--- config.mk ---
export PLATFORM = sky130hd
export DESIGN_NAME = mvb_discard_stats
export DESIGN_NICKNAME = d
export VERILOG_FILES = /design/src/rtl/mvb_discard_stats_pkg.sv /design/src/rtl/mvb_discard_popcnt.sv /design/src/rtl/mvb_discard_stats.sv
export SDC_FILE = /design/constraint.sdc
export NUM_CORES = 1
export LEC_CHECK = 0
export ABC_AREA = 1
export CAP_MARGIN = 20
export CORE_MARGIN = 4
export CORE_UTILIZATION = 69
export CTS_CLUSTER_DIAMETER = 150
export DETAILED_ROUTE_END_ITERATION = 10
export DONT_BUFFER_PORTS = 1
export PLACE_DENSITY = 0.85
export SETUP_SLACK_MARGIN = 0.1
export SYNTH_ARGS = -nofsm -noshare
export SYNTH_HDL_FRONTEND = slang
export SYNTH_SLANG_ARGS = --single-unit
--- constraint.sdc ---
create_clock -name CLK -period 14.65 [get_ports CLK]
set_input_delay 2.93 -clock CLK [delete_from_list [all_inputs] [get_ports CLK]]
set_output_delay 2.93 -clock CLK [all_outputs]
set_load 0.03 [all_outputs]
--- src/rtl/mvb_discard_stats_pkg.sv ---
// Shared types and helpers for the MVB discard statistics block.
package mvb_discard_stats_pkg;

    // State encodings kept as plain constants so older code can compare against them
    localparam logic [1:0] ST_IDLE    = 2'd0;
    localparam logic [1:0] ST_DRAIN   = 2'd1;
    localparam logic [1:0] ST_CAPTURE = 2'd2;

    typedef enum logic [1:0] {
        IDLE    = ST_IDLE,
        DRAIN   = ST_DRAIN,
        CAPTURE = ST_CAPTURE
    } snap_state_t;

    // Widest accumulator the helper supports; narrower counters are zero-extended
    localparam int MAX_CNT_W = 64;
    typedef logic [MAX_CNT_W-1:0] cnt_t;

    // Saturating add: returns {saturated, result}. cnt is assumed <= max_val.
    function automatic logic [MAX_CNT_W:0] sat_add(input cnt_t cnt, input cnt_t inc,
                                                   input cnt_t max_val);
        if (inc > (max_val - cnt))
            sat_add = {1'b1, max_val};
        else
            sat_add = {1'b0, cnt + inc};
    endfunction

endpackage

--- src/rtl/mvb_discard_popcnt.sv ---
// Combinational population count over one MVB word's worth of flags.
module mvb_discard_popcnt #(
    parameter int REGIONS = 4,
    parameter int CW      = $clog2(REGIONS + 1)
) (
    input  logic [REGIONS-1:0] bits,
    output logic [CW-1:0]      cnt
);

    // Sum of set bits
    always_comb begin
        cnt = '0;
        for (int i = 0; i < REGIONS; i++)
            cnt = cnt + CW'(bits[i]);
    end

endmodule

--- src/rtl/mvb_discard_stats.sv ---
// Per-channel RX discard statistics: counts frames seen / discarded from the
// MVB discard stream and offers a drained snapshot (optionally clearing).
// CNT_WIDTH must be at least clog2(REGIONS+1) and at most 64.
module mvb_discard_stats
    import mvb_discard_stats_pkg::*;
#(
    parameter int REGIONS   = 4,
    parameter int CNT_WIDTH = 48
) (
    input  logic                 CLK,
    input  logic                 RESET,
    input  logic [REGIONS-1:0]   RX_MVB_DATA,
    input  logic [REGIONS-1:0]   RX_MVB_VLD,
    input  logic                 RX_MVB_SRC_RDY,
    output logic                 RX_MVB_DST_RDY,
    input  logic                 SNAP_REQ,
    input  logic                 SNAP_CLR,
    output logic                 SNAP_ACK,
    output logic [CNT_WIDTH-1:0] SNAP_TOTAL,
    output logic [CNT_WIDTH-1:0] SNAP_DISC,
    output logic                 SNAP_OVF
);

    localparam int                   INC_W   = $clog2(REGIONS + 1);
    localparam logic [CNT_WIDTH-1:0] CNT_MAX = '1;

    logic                 dst_rdy;
    logic                 beat;
    logic [REGIONS-1:0]   vld_m, dis_m;
    logic [INC_W-1:0]     pc_tot, pc_dis;
    logic [INC_W-1:0]     inc_tot, inc_dis;
    logic [CNT_WIDTH-1:0] live_tot, live_dis;
    logic                 live_ovf;
    logic [MAX_CNT_W:0]   sat_tot, sat_dis;
    snap_state_t          state;
    logic                 clr_q;
    logic                 unused_sat;

    assign beat           = RX_MVB_SRC_RDY & dst_rdy;
    assign vld_m          = beat ? RX_MVB_VLD : '0;
    assign dis_m          = vld_m & RX_MVB_DATA;
    assign RX_MVB_DST_RDY = dst_rdy;

    mvb_discard_popcnt #(.REGIONS(REGIONS), .CW(INC_W)) u_pc_tot (.bits(vld_m), .cnt(pc_tot));
    mvb_discard_popcnt #(.REGIONS(REGIONS), .CW(INC_W)) u_pc_dis (.bits(dis_m), .cnt(pc_dis));

    assign sat_tot    = sat_add(cnt_t'(live_tot), cnt_t'(inc_tot), cnt_t'(CNT_MAX));
    assign sat_dis    = sat_add(cnt_t'(live_dis), cnt_t'(inc_dis), cnt_t'(CNT_MAX));
    // Upper bits beyond CNT_WIDTH are always zero
    assign unused_sat = ^{sat_tot, sat_dis};

    // Sink is always ready once out of reset
    always_ff @(posedge CLK or posedge RESET) begin
        if (RESET) dst_rdy <= 1'b0;
        else       dst_rdy <= 1'b1;
    end

    // Stage 1: register per-beat increments
    always_ff @(posedge CLK or posedge RESET) begin
        if (RESET) begin
            inc_tot <= '0;
            inc_dis <= '0;
        end else begin
            inc_tot <= pc_tot;
            inc_dis <= pc_dis;
        end
    end

    // Stage 2: saturating live accumulators; a clearing capture restarts them from the in-flight beat
    always_ff @(posedge CLK or posedge RESET) begin
        if (RESET) begin
            live_tot <= '0;
            live_dis <= '0;
            live_ovf <= 1'b0;
        end else if (state == CAPTURE && clr_q) begin
            live_tot <= CNT_WIDTH'(inc_tot);
            live_dis <= CNT_WIDTH'(inc_dis);
            live_ovf <= 1'b0;
        end else begin
            live_tot <= sat_tot[CNT_WIDTH-1:0];
            live_dis <= sat_dis[CNT_WIDTH-1:0];
            live_ovf <= live_ovf | sat_tot[MAX_CNT_W] | sat_dis[MAX_CNT_W];
        end
    end

    // Snapshot FSM: one drain cycle lets the last accepted beat reach the accumulators
    always_ff @(posedge CLK or posedge RESET) begin
        if (RESET) begin
            state <= IDLE;
            clr_q <= 1'b0;
        end else begin
            case (state)
                IDLE: if (SNAP_REQ) begin
                    state <= DRAIN;
                    clr_q <= SNAP_CLR;
                end
                DRAIN:   state <= CAPTURE;
                CAPTURE: state <= IDLE;
                default: state <= IDLE;
            endcase
        end
    end

    // Snapshot registers and acknowledge pulse
    always_ff @(posedge CLK or posedge RESET) begin
        if (RESET) begin
            SNAP_TOTAL <= '0;
            SNAP_DISC  <= '0;
            SNAP_OVF   <= 1'b0;
            SNAP_ACK   <= 1'b0;
        end else begin
            SNAP_ACK <= (state == CAPTURE);
            if (state == CAPTURE) begin
                SNAP_TOTAL <= live_tot;
                SNAP_DISC  <= live_dis;
                SNAP_OVF   <= live_ovf;
            end
        end
    end

endmodule

==> Yosys cells after proc, flatten, opt, wreduce, memory -nomap -nowiden <==
Cells that the tools add are included.
{ "word_totals": {"regBits": 205, "input_bits": 13, "out_inout_bits": 99, "wordCells": 42} }
{ "classes": {"addsub": 10, "order_cmp": 2, "n_eq_ne": 3, "mux": 8, "bitwise_logic": 4, "reduce_logical": 3} }
{ "op_table": {"columns": ["operator", "count"], "rows": [
  ["$mux W65", 2],
  ["$gt A3 B64 Y1", 2],
  ["$add A48 B3 Y49", 2],
  ["$sub A48 B48 Y49 const A", 2],
  ["$mux W48", 2],
  ["$add A3 B1 Y3", 4],
  ["$add A1 B1 Y2", 2],
  ["$and A4 B4 Y4", 1],
  ["$mux W4", 1],
  ["$pmux W2 S2", 1],
  ["$eq A2 B1 Y1 const B", 1],
  ["$eq A2 B2 Y1 const B", 1],
  ["$logic_not A2 Y1", 1],
  ["$mux W2", 1],
  ["$ne A2 B2 Y1 const B", 1],
  ["$or A1 B1 Y1", 2],
  ["$reduce_and A2 Y1", 1],
  ["$and A1 B1 Y1", 1],
  ["$logic_and A1 B1 Y1", 1],
  ["$mux W1", 1]
]} }

==> Logic depth before layout (Yosys ltp) <==
{ "depth": {"depth_word": 6, "ltp_mapped": 14, "mapped_depth_nobuf": 13} }

==> Modules after synthesis <==
A second synthesis with hierarchy kept.
{ "unflattened": {"hier_cells": 1570, "hier_area_um2": 11298.3} }
{ "modules_own_cells": {"columns": ["mod", "n_inst", "cells_each", "area_each_um2", "seq_area_each_um2"], "rows": [
  ["mvb_discard_stats", 1, 1554, 11170.7, 5129.9],
  ["mvb_discard_popcnt", 2, 8, 63.8, 0.0]
]} }

==> Worst setup path before layout <==
OpenSTA, ideal clock, no wires.
{ "synth_timing": {"path_type": "in2reg", "start": "input port RX_MVB_SRC_RDY", "end": "register inc_dis[1]", "setup_time_ns": 0.126, "t_arrival_ns": 4.063, "t_required_ns": 14.524, "path_slack_ns": 10.461, "cell_stages": 7, "path_buffers": 0, "cell_sequence": "nand2_1 -> nor3b_1 -> ha_1 -> inv_1 -> fa_1 -> inv_1 -> ha_1"} }
{ "synth_between": {"elab_chain_cells": 6} }
{ "synth_rtl": {"columns": ["item", "line", "rtl"], "rows": [
  ["from (decl)", "mvb_discard_stats.sv:14", "input logic RX_MVB_SRC_RDY,"],
  ["$and A1 B1 Y1 (*)", "mvb_discard_stats.sv:39", "assign beat = RX_MVB_SRC_RDY & dst_rdy;"],
  ["$mux W4 (*)", "mvb_discard_stats.sv:40", "assign vld_m = beat ? RX_MVB_VLD : '0;"],
  ["$and A4 B4 Y4 (*)", "mvb_discard_stats.sv:41", "assign dis_m = vld_m & RX_MVB_DATA;"],
  ["$add A1 B1 Y2", "mvb_discard_popcnt.sv:14", "cnt = cnt + CW'(bits[i]);"],
  ["$add A3 B1 Y3", "mvb_discard_popcnt.sv:14", null],
  ["$add A3 B1 Y3 (*)", "mvb_discard_popcnt.sv:14", null],
  ["net pc_dis[1]", "mvb_discard_stats.sv:30", "logic [INC_W-1:0] pc_tot, pc_dis;"],
  ["to (signal assigned)", "mvb_discard_stats.sv:65", "inc_dis <= pc_dis;"],
  ["to (decl)", "mvb_discard_stats.sv:31", "logic [INC_W-1:0] inc_tot, inc_dis;"]
]} }
Mark *: on every way through the listed nets, which the timed path passes. The rest lies on a longest branch.
A chain may end at the register's enable or synchronous reset.

==> Worst setup path after layout <==
{ "layout_timing": {"start": "register SNAP_DISC[46]", "end": "output port SNAP_DISC[46]"} }
{ "layout_lines": {"columns": ["item", "line", "rtl"], "rows": [
  ["from (decl)", "mvb_discard_stats.sv:20", "output logic [CNT_WIDTH-1:0] SNAP_DISC,"],
  ["from (signal assigned)", "mvb_discard_stats.sv:115", "SNAP_DISC <= live_dis;"]
]} }
No word-level cell between the ends.

==> impl_results.rst <==
.. list-table::
   :header-rows: 1

   * - Metric
     - Value
   * - Startpoint kind of the worst setup timing path
     - flip-flop
   * - Data required time of the worst path
     - 11.72 ns
   * - Power density cells
     - 111 nW/um2
   * - Tightest hold margin
     - 0.447 ns
   * - First-pass GRT wire length
     - 50600 um
   * - Maximum number of pins on one net before global-route repair
     - 137
   * - Worst min-delay path class
     - reg -> reg
   * - Cell area after technology mapping
     - 11200 um2
   * - Number of instances in the synthesized netlist
     - 1559
   * - Buffer type at the clock tree root
     - sky130_fd_sc_hd__clkbuf_16
   * - Post-route DRC violation count
     - 0
   * - RSZ-0062 raised after global routing
     - no
   * - TritonCTS clock tree
     - built
   * - Detailed-placement wirelength estimate
     - 22300 um
   * - Xor/xnor share of the synthesized area
     - 0.0242
   * - Most common cell after layout, fill and taps aside
     - sky130_fd_sc_hd__nand2_1
   * - Sinks on Clock Net
     - 205
   * - Maximum clock skew at final layout
     - 0.0155 ns
   * - Portion of the post-synthesis area used by sequential elements
     - 0.457
   * - Run status
     - finished clean
   * - Final critical delay including setup and external delays
     - 4.00 ns
   * - Synthesized-area fraction occupied by adder cells
     - 0.0205
   * - Overflow left after global routing
     - 0
   * - Global-route track usage on met2
     - 0.501
   * - Design Power
     - 1.34 mW
   * - Diodes inserted
     - 0
   * - Slew margin rel.
     - 0.316
   * - Post-placement cell count
     - 1740
   * - Routed WL per cell
     - 17.6 um
   * - Global-route total usage across every layer
     - 0.349
   * - Setup TNS
     - 0 ns
   * - Worst IR Drop VDD
     - 0.0000980 V
   * - H-tree lvl count
     - 1
   * - Weighted congestion at the end of routability-driven global placement
     - 1.01
   * - Yosys top cell by area
     - sky130_fd_sc_hd__dfrtp_1
   * - Cts repair resizes
     - 0
   * - Max Clk Rate
     - 250 MHz
   * - Number of different library cells in the post-synthesis netlist
     - 34
   * - CTS clk-pin slew, worst paths
     - 0.06 ns
   * - Layout overhead on the synthesized area
     - 7.63%
   * - Final standard cell count with taps included and fillers excluded
     - 1776
   * - Deepest clock path buffer count
     - 3
   * - Total Die Area
     - 18400 um2
   * - Register bit count reported by yosys
     - 205
   * - Layout net count
     - 1576
   * - Number of antenna violations at the first check in global routing
     - 0
   * - GR Layer Usage met1
     - 0.530
   * - Vertical die dimension
     - 136 um
   * - Data arrival time of the worst path
     - 1.07 ns
   * - Buffer count from post-CTS setup fixing
     - 0
   * - Hold violation count in the final report
     - 0
   * - CTS Hold Buffers Added
     - 0
   * - I/O pin cnt
     - 112
   * - Worst Max-Slew Pin Slew
     - 1.02 ns
   * - Proportion of synthesized area in mux cells
     - 0
   * - Static leakage
     - 5.94 nW
   * - Number of filler instances in the final layout
     - 1230
   * - Pre-antenna DRT Iters
     - 5
   * - Ratio of routed vias to standard cells
     - 5.78
   * - Top Usage Layer GRT
     - met1
   * - Final number of setup-violating endpoints
     - 0
   * - Rows
     - 46
   * - Fraction of layout instances using a drive strength above 1
     - 0.0603
   * - Vias after detailed routing
     - 10257
   * - Met3 Usage GRT
     - 0.0921
   * - Share of the synthesized area in compound gates (AO/OA/AOI/OAI)
     - 0.0568
   * - Number of global-route vias before repair
     - 9856
   * - Path type of the worst setup path
     - reg -> out
   * - Ratio of final minimum period to clock period
     - 0.273
   * - Count of synthesis-stage warnings from yosys
     - 0
   * - Port Buf Inserts
     - 0
   * - Largest family of logic cells by synthesized area
     - simple AND/OR/NAND/NOR gates
   * - Max-cap violation count
     - 0
   * - Simple-gate share of the synthesized area
     - 0.362
   * - Mean cell area of the mapped netlist
     - 7.20 um2
   * - Total CTS buffers
     - 21
   * - Clock network latency to the later pin of the worst-skew pair
     - 0.51 ns
   * - Slew Limit Fails
     - 0
   * - Initial Util
     - 0.706
   * - Violation count after the first detailed-routing iteration
     - 1166
   * - Post-route antenna net violation count
     - 0
   * - Core area
     - 15900 um2
   * - Horizontal extent of the die
     - 136 um
   * - Max Fanout on Critical Path
     - 2
   * - Top post-synthesis cells by area
     - sky130_fd_sc_hd__dfrtp_1 (46%), sky130_fd_sc_hd__nand2_1 (17%), sky130_fd_sc_hd__nor2_1 (7.8%), sky130_fd_sc_hd__inv_1 (6.2%), sky130_fd_sc_hd__nand3_1 (4.5%)
   * - Synth Net Count
     - 1588
   * - Crit. End Element
     - output port
   * - Area share of the leading cell type in the synthesized netlist
     - 0.457
   * - Most frequent cells in the layout
     - sky130_fd_sc_hd__nand2_1 (515), sky130_fd_sc_hd__nor2_1 (233), sky130_fd_sc_hd__dfrtp_1 (205)
   * - Routed wire length
     - 31300 um
-- where the power goes --
| part | total (mW) | internal, mW | switching [mW] |
|---|---|---|---|
| Clock | 0.558 | 0.336 | 0.223 |
| Combinational | 0.133 | 0.0388 | 0.0946 |
| Sequential | 0.653 | 0.597 | 0.0562 |
-- worst paths after layout --
kind                                 end          start  slack, ns  depth (start not counted)
min reg2reg                     state[1]       state[1]       0.45                          1
min in group asynchronous   live_tot[37]          RESET       2.44                          1
max in group asynchronous  SNAP_DISC[21]          RESET      10.71                          2
max reg2reg                  live_tot[0]       state[0]      11.85                          8
min                             state[1]       state[1]       0.45                          1
max                        SNAP_DISC[46]  SNAP_DISC[46]      10.65                          0
-- final cells by class --
| cell class | instances | area, um2 | area share |
|---|---|---|---|
| multi-input cells | 1127 | 5220 | 0.432 |
| flip-flops and latches | 205 | 5130 | 0.425 |
| clock inverters | 7 | 113 | 0.00933 |
| repair buffers | 5 | 37.5 | 0.00311 |
| inverters | 187 | 712 | 0.0590 |
| well taps | 216 | 270 | 0.0224 |
| clock buffers | 29 | 596 | 0.0493 |
-- metal layers --
| metal | routed length (um) | vias to the layer above |
|---|---|---|
| met5 | 0 | - |
| met4 | 617 | 0 |
| met3 | 3940 | 67 |
| met2 | 13100 | 587 |
| met1 | 13600 | 4783 |
| li1 | - | 4820 |
-- kinds of logic (layout without fill, tap and decap cells) --
logic type               count (synthesis)  count (layout)
adder cells (fa/ha/maj)                 16              16
AND/OR/NAND/NOR                        956             956
other                                    1               1
flip-flops                             205             205
buffers and inverters                  227             228
XOR/XNOR                                31              31
AO/OA/AOI/OAI                          123             123
-- through the flow --
stage,setup WS (ns),cell area (um2),utilization
floorplan,6.12,11200,-
global placement,10.18,11400,0.715
detailed placement,10.15,11400,0.715
CTS,10.65,12100,0.760
global route,10.46,12100,0.760
finish,10.65,12100,0.760
-- cell usage after synthesis (all sizes together) --
| master | n |
|---|---|
| dfrtp | 205 |
| nor2 | 260 |
| a31oi | 5 |
| nand3 | 106 |
| and2 | 1 |
| nor3 | 15 |
| xor2 | 29 |
| o21ai | 77 |
| a21oi | 41 |
| fa | 4 |
| buf | 14 |
| nand4 | 30 |
| nand2 | 530 |
| xnor2 | 2 |
| clkbuf | 26 |
| nor3b | 3 |
| clkinv | 1 |
| nand3b | 11 |
| conb | 1 |
| inv | 186 |
| ha | 12 |
-- state kept, by name, summed over array words and instances (netlist names) --
signal and flops:
SNAP_ACK 1, inc_tot 3, live_ovf 1, live_dis 48, SNAP_OVF 1, SNAP_TOTAL 48, clr_q 1, RX_MVB_DST_RDY 1
state 2, inc_dis 3, live_tot 48, SNAP_DISC 48
Power figures use the tool's default switching activity.
==> RTL change, RTL diff (config.mk and constraints unchanged) <==
Make the reset (`RESET`) synchronous in 5 clocked blocks.
--- a/src/rtl/mvb_discard_stats.sv
+++ b/src/rtl/mvb_discard_stats.sv
@@ -50,13 +50,13 @@
     assign unused_sat = ^{sat_tot, sat_dis};
 
     // Sink is always ready once out of reset
-    always_ff @(posedge CLK or posedge RESET) begin
+    always_ff @(posedge CLK) begin
         if (RESET) dst_rdy <= 1'b0;
         else       dst_rdy <= 1'b1;
     end
 
     // Stage 1: register per-beat increments
-    always_ff @(posedge CLK or posedge RESET) begin
+    always_ff @(posedge CLK) begin
         if (RESET) begin
             inc_tot <= '0;
             inc_dis <= '0;
@@ -67,7 +67,7 @@
     end
 
     // Stage 2: saturating live accumulators; a clearing capture restarts them from the in-flight beat
-    always_ff @(posedge CLK or posedge RESET) begin
+    always_ff @(posedge CLK) begin
         if (RESET) begin
             live_tot <= '0;
             live_dis <= '0;
@@ -84,7 +84,7 @@
     end
 
     // Snapshot FSM: one drain cycle lets the last accepted beat reach the accumulators
-    always_ff @(posedge CLK or posedge RESET) begin
+    always_ff @(posedge CLK) begin
         if (RESET) begin
             state <= IDLE;
             clr_q <= 1'b0;
@@ -102,7 +102,7 @@
     end
 
     // Snapshot registers and acknowledge pulse
-    always_ff @(posedge CLK or posedge RESET) begin
+    always_ff @(posedge CLK) begin
         if (RESET) begin
             SNAP_TOTAL <= '0;
             SNAP_DISC  <= '0;
Check against the original RTL: differs if RESET is asserted again (counterexample within 4 cycles, from zero or initial values and one cycle with RESET high); with RESET held inactive, the same outputs for 10 cycles.
==> RTL change against the unedited design <==
- register-to-register slack got worse by 260 ps
- sequential share of layout area decreased by 5.2 points
- final area decreased by 9.0%
- synthesized area decreased by 9.8%
- routed wire length increased by 0.11%
- final cell count decreased by 6.8%
- setup slack about the same
- sequential cell count unchanged
Power is not compared: it rests on default switching activity, and its combinational part moved more than twofold at a synthesized area within 25%.
==> RTL change: results (changes against the unedited design) <==
\begin{tabular}{lr}
\hline
Metric & Value \\
\hline
\multicolumn{2}{l}{\textbf{Route}} \\
\quad DR vias/cell & 6.00 (+3.8\%) \\
\quad Count of routing violations after the opening detailed-route iteration & 957 (-18\%) \\
\quad Average detailed-routed wire length per instance & 18.9 um (+7.4\%) \\
\quad Detailed-router iteration count before antenna repair & 9 (+4) \\
\multicolumn{2}{l}{\textbf{Logic synthesis}} \\
\quad Async SR Flop Fraction & 0\% (-100 points) \\
\quad Most common library cells after synthesis & sky130\_fd\_sc\_hd\_\_nand2\_1 (329), sky130\_fd\_sc\_hd\_\_nor2\_1 (253), sky130\_fd\_sc\_hd\_\_dfxtp\_1 (205) \\
\quad Synthesized area divided by synthesized cell count & 6.81 um2 (-5.3\%) \\
\quad Count of different cell masters after synthesis & 33 (-2.9\%) \\
\quad Sequential-to-total area share from yosys stat & 40.6\% (-5.2 points) \\
\quad Top area cells in the synthesized netlist & sky130\_fd\_sc\_hd\_\_dfxtp\_1 (41\%), sky130\_fd\_sc\_hd\_\_nand2\_1 (12\%), sky130\_fd\_sc\_hd\_\_nor2\_1 (9.4\%) \\
\multicolumn{2}{l}{\textbf{Timing}} \\
\quad Slew at the pin closest to its max-slew limit & 1090 ps (+65.5 ps) \\
\quad Largest clock skew in the final design & 23.9 ps (+8.38 ps) \\
\multicolumn{2}{l}{\textbf{Placement}} \\
\quad Placed standard-cell area & 10100 um2 (-11\%) \\
\quad Number of I/O port buffers & 0 (unchanged) \\
\quad Final weighted congestion in routability-driven placement & 1.02 (+0.82\%) \\
\quad Placed Instances & 1618 (-7.0\%) \\
\quad Detailed placer's ending HPWL & 22300 um (-0.11\%) \\
\quad Post-placement worst setup slack & 10290 ps (+135 ps) \\
\multicolumn{2}{l}{\textbf{Global route}} \\
\quad Via count of the first global-routing pass & 9488 (-3.7\%) \\
\quad Wire length of the first global-routing pass & 48900 um (-3.5\%) \\
\quad Combined global-route utilization of all metal layers & 37.1\% (+2.2 points) \\
\quad Largest net degree at the start of global routing & 106 (-23\%) \\
\multicolumn{2}{l}{\textbf{Clock tree}} \\
\quad Clk\_lat worst skew & 510 ps (about the same) \\
\quad CTS resizes & 0 (unchanged) \\
\multicolumn{2}{l}{\textbf{Final layout}} \\
\quad Number of nets in the layout & 1490 (-5.5\%) \\
\quad Number of cells in the finished layout apart from fillers & 1656 (-6.8\%) \\
\quad Fraction of final layout cells sized beyond drive strength 1 & 6.71\% (+0.68 points) \\
\multicolumn{2}{l}{\textbf{Min path}} \\
\quad Number of cells on the worst hold path & 2 (+1) \\
\multicolumn{2}{l}{\textbf{Run status}} \\
\quad Outcome & finished, final reports clean \\
\hline
\end{tabular}
[RTL change: changes by cell type after synthesis, moves of 23 or more]
cell                      change
sky130_fd_sc_hd__dfrtp_1    -205
sky130_fd_sc_hd__a21oi_1     +55
sky130_fd_sc_hd__a31oi_1     +23
sky130_fd_sc_hd__nand2_1    -186
sky130_fd_sc_hd__o21ai_0     +35
sky130_fd_sc_hd__dfxtp_1    +205
[RTL change: cell type report]
type | count | area [um2]
multi-input combinational | 1050 | 5090
inverter | 179 | 674
tap | 180 | 225
clock buffer | 28 | 592
clock inverter | 10 | 279
fill | 1038 | 3110
timing repair buffer | 4 | 30.0
sequential | 205 | 4100
[RTL change: worst paths after layout]
| check | start | endpoint | slack, ps |
|---|---|---|---|
| max | SNAP_DISC[25]$_SDFFE_PP0P_ | SNAP_DISC[25] | 10650 |
| min | state[0]$_SDFFE_PP0P_ | state[1]$_SDFFE_PP0P_ | 450 |
| max reg2reg | state[0]$_SDFFE_PP0P_ | live_dis[33]$_SDFF_PP0_ | 11590 |
| min reg2reg | state[0]$_SDFFE_PP0P_ | state[1]$_SDFFE_PP0P_ | 450 |
[RTL change: layer usage]
layer	track usage, %	up-vias	wire length, um	part of all wire, %
met5	0	-	0	0
met3	4.91	137	1830	5.9
met2	67.0	479	15800	50
met1	41.6	4607	11600	37
li1	-	4709	-	-
met4	22.0	0	2140	6.8
[RTL change: power breakdown]
part	total, mW	internal, mW	switching [mW]
registers	0.607	0.572	0.0349
logic	0.0413	0.0117	0.0296
clock network	0.671	0.443	0.228
[RTL change: worst min-delay path, delay by kind of cell, from the launching register on]
family                 cells  cell delay [ps]
and+or+nand+nor            1               50
buffers and inverters      1               80
DFF                        1              300
[RTL change: cell families after synthesis]
kind of cell / share of synthesized area (%)
XOR/XNOR: 2.77
AND/OR/NAND/NOR: 32.2
buffers and inverters: 9.18
AO/OA/AOI/OAI: 13.0
adder cells (fa/ha/maj): 2.28
flip-flops: 40.6
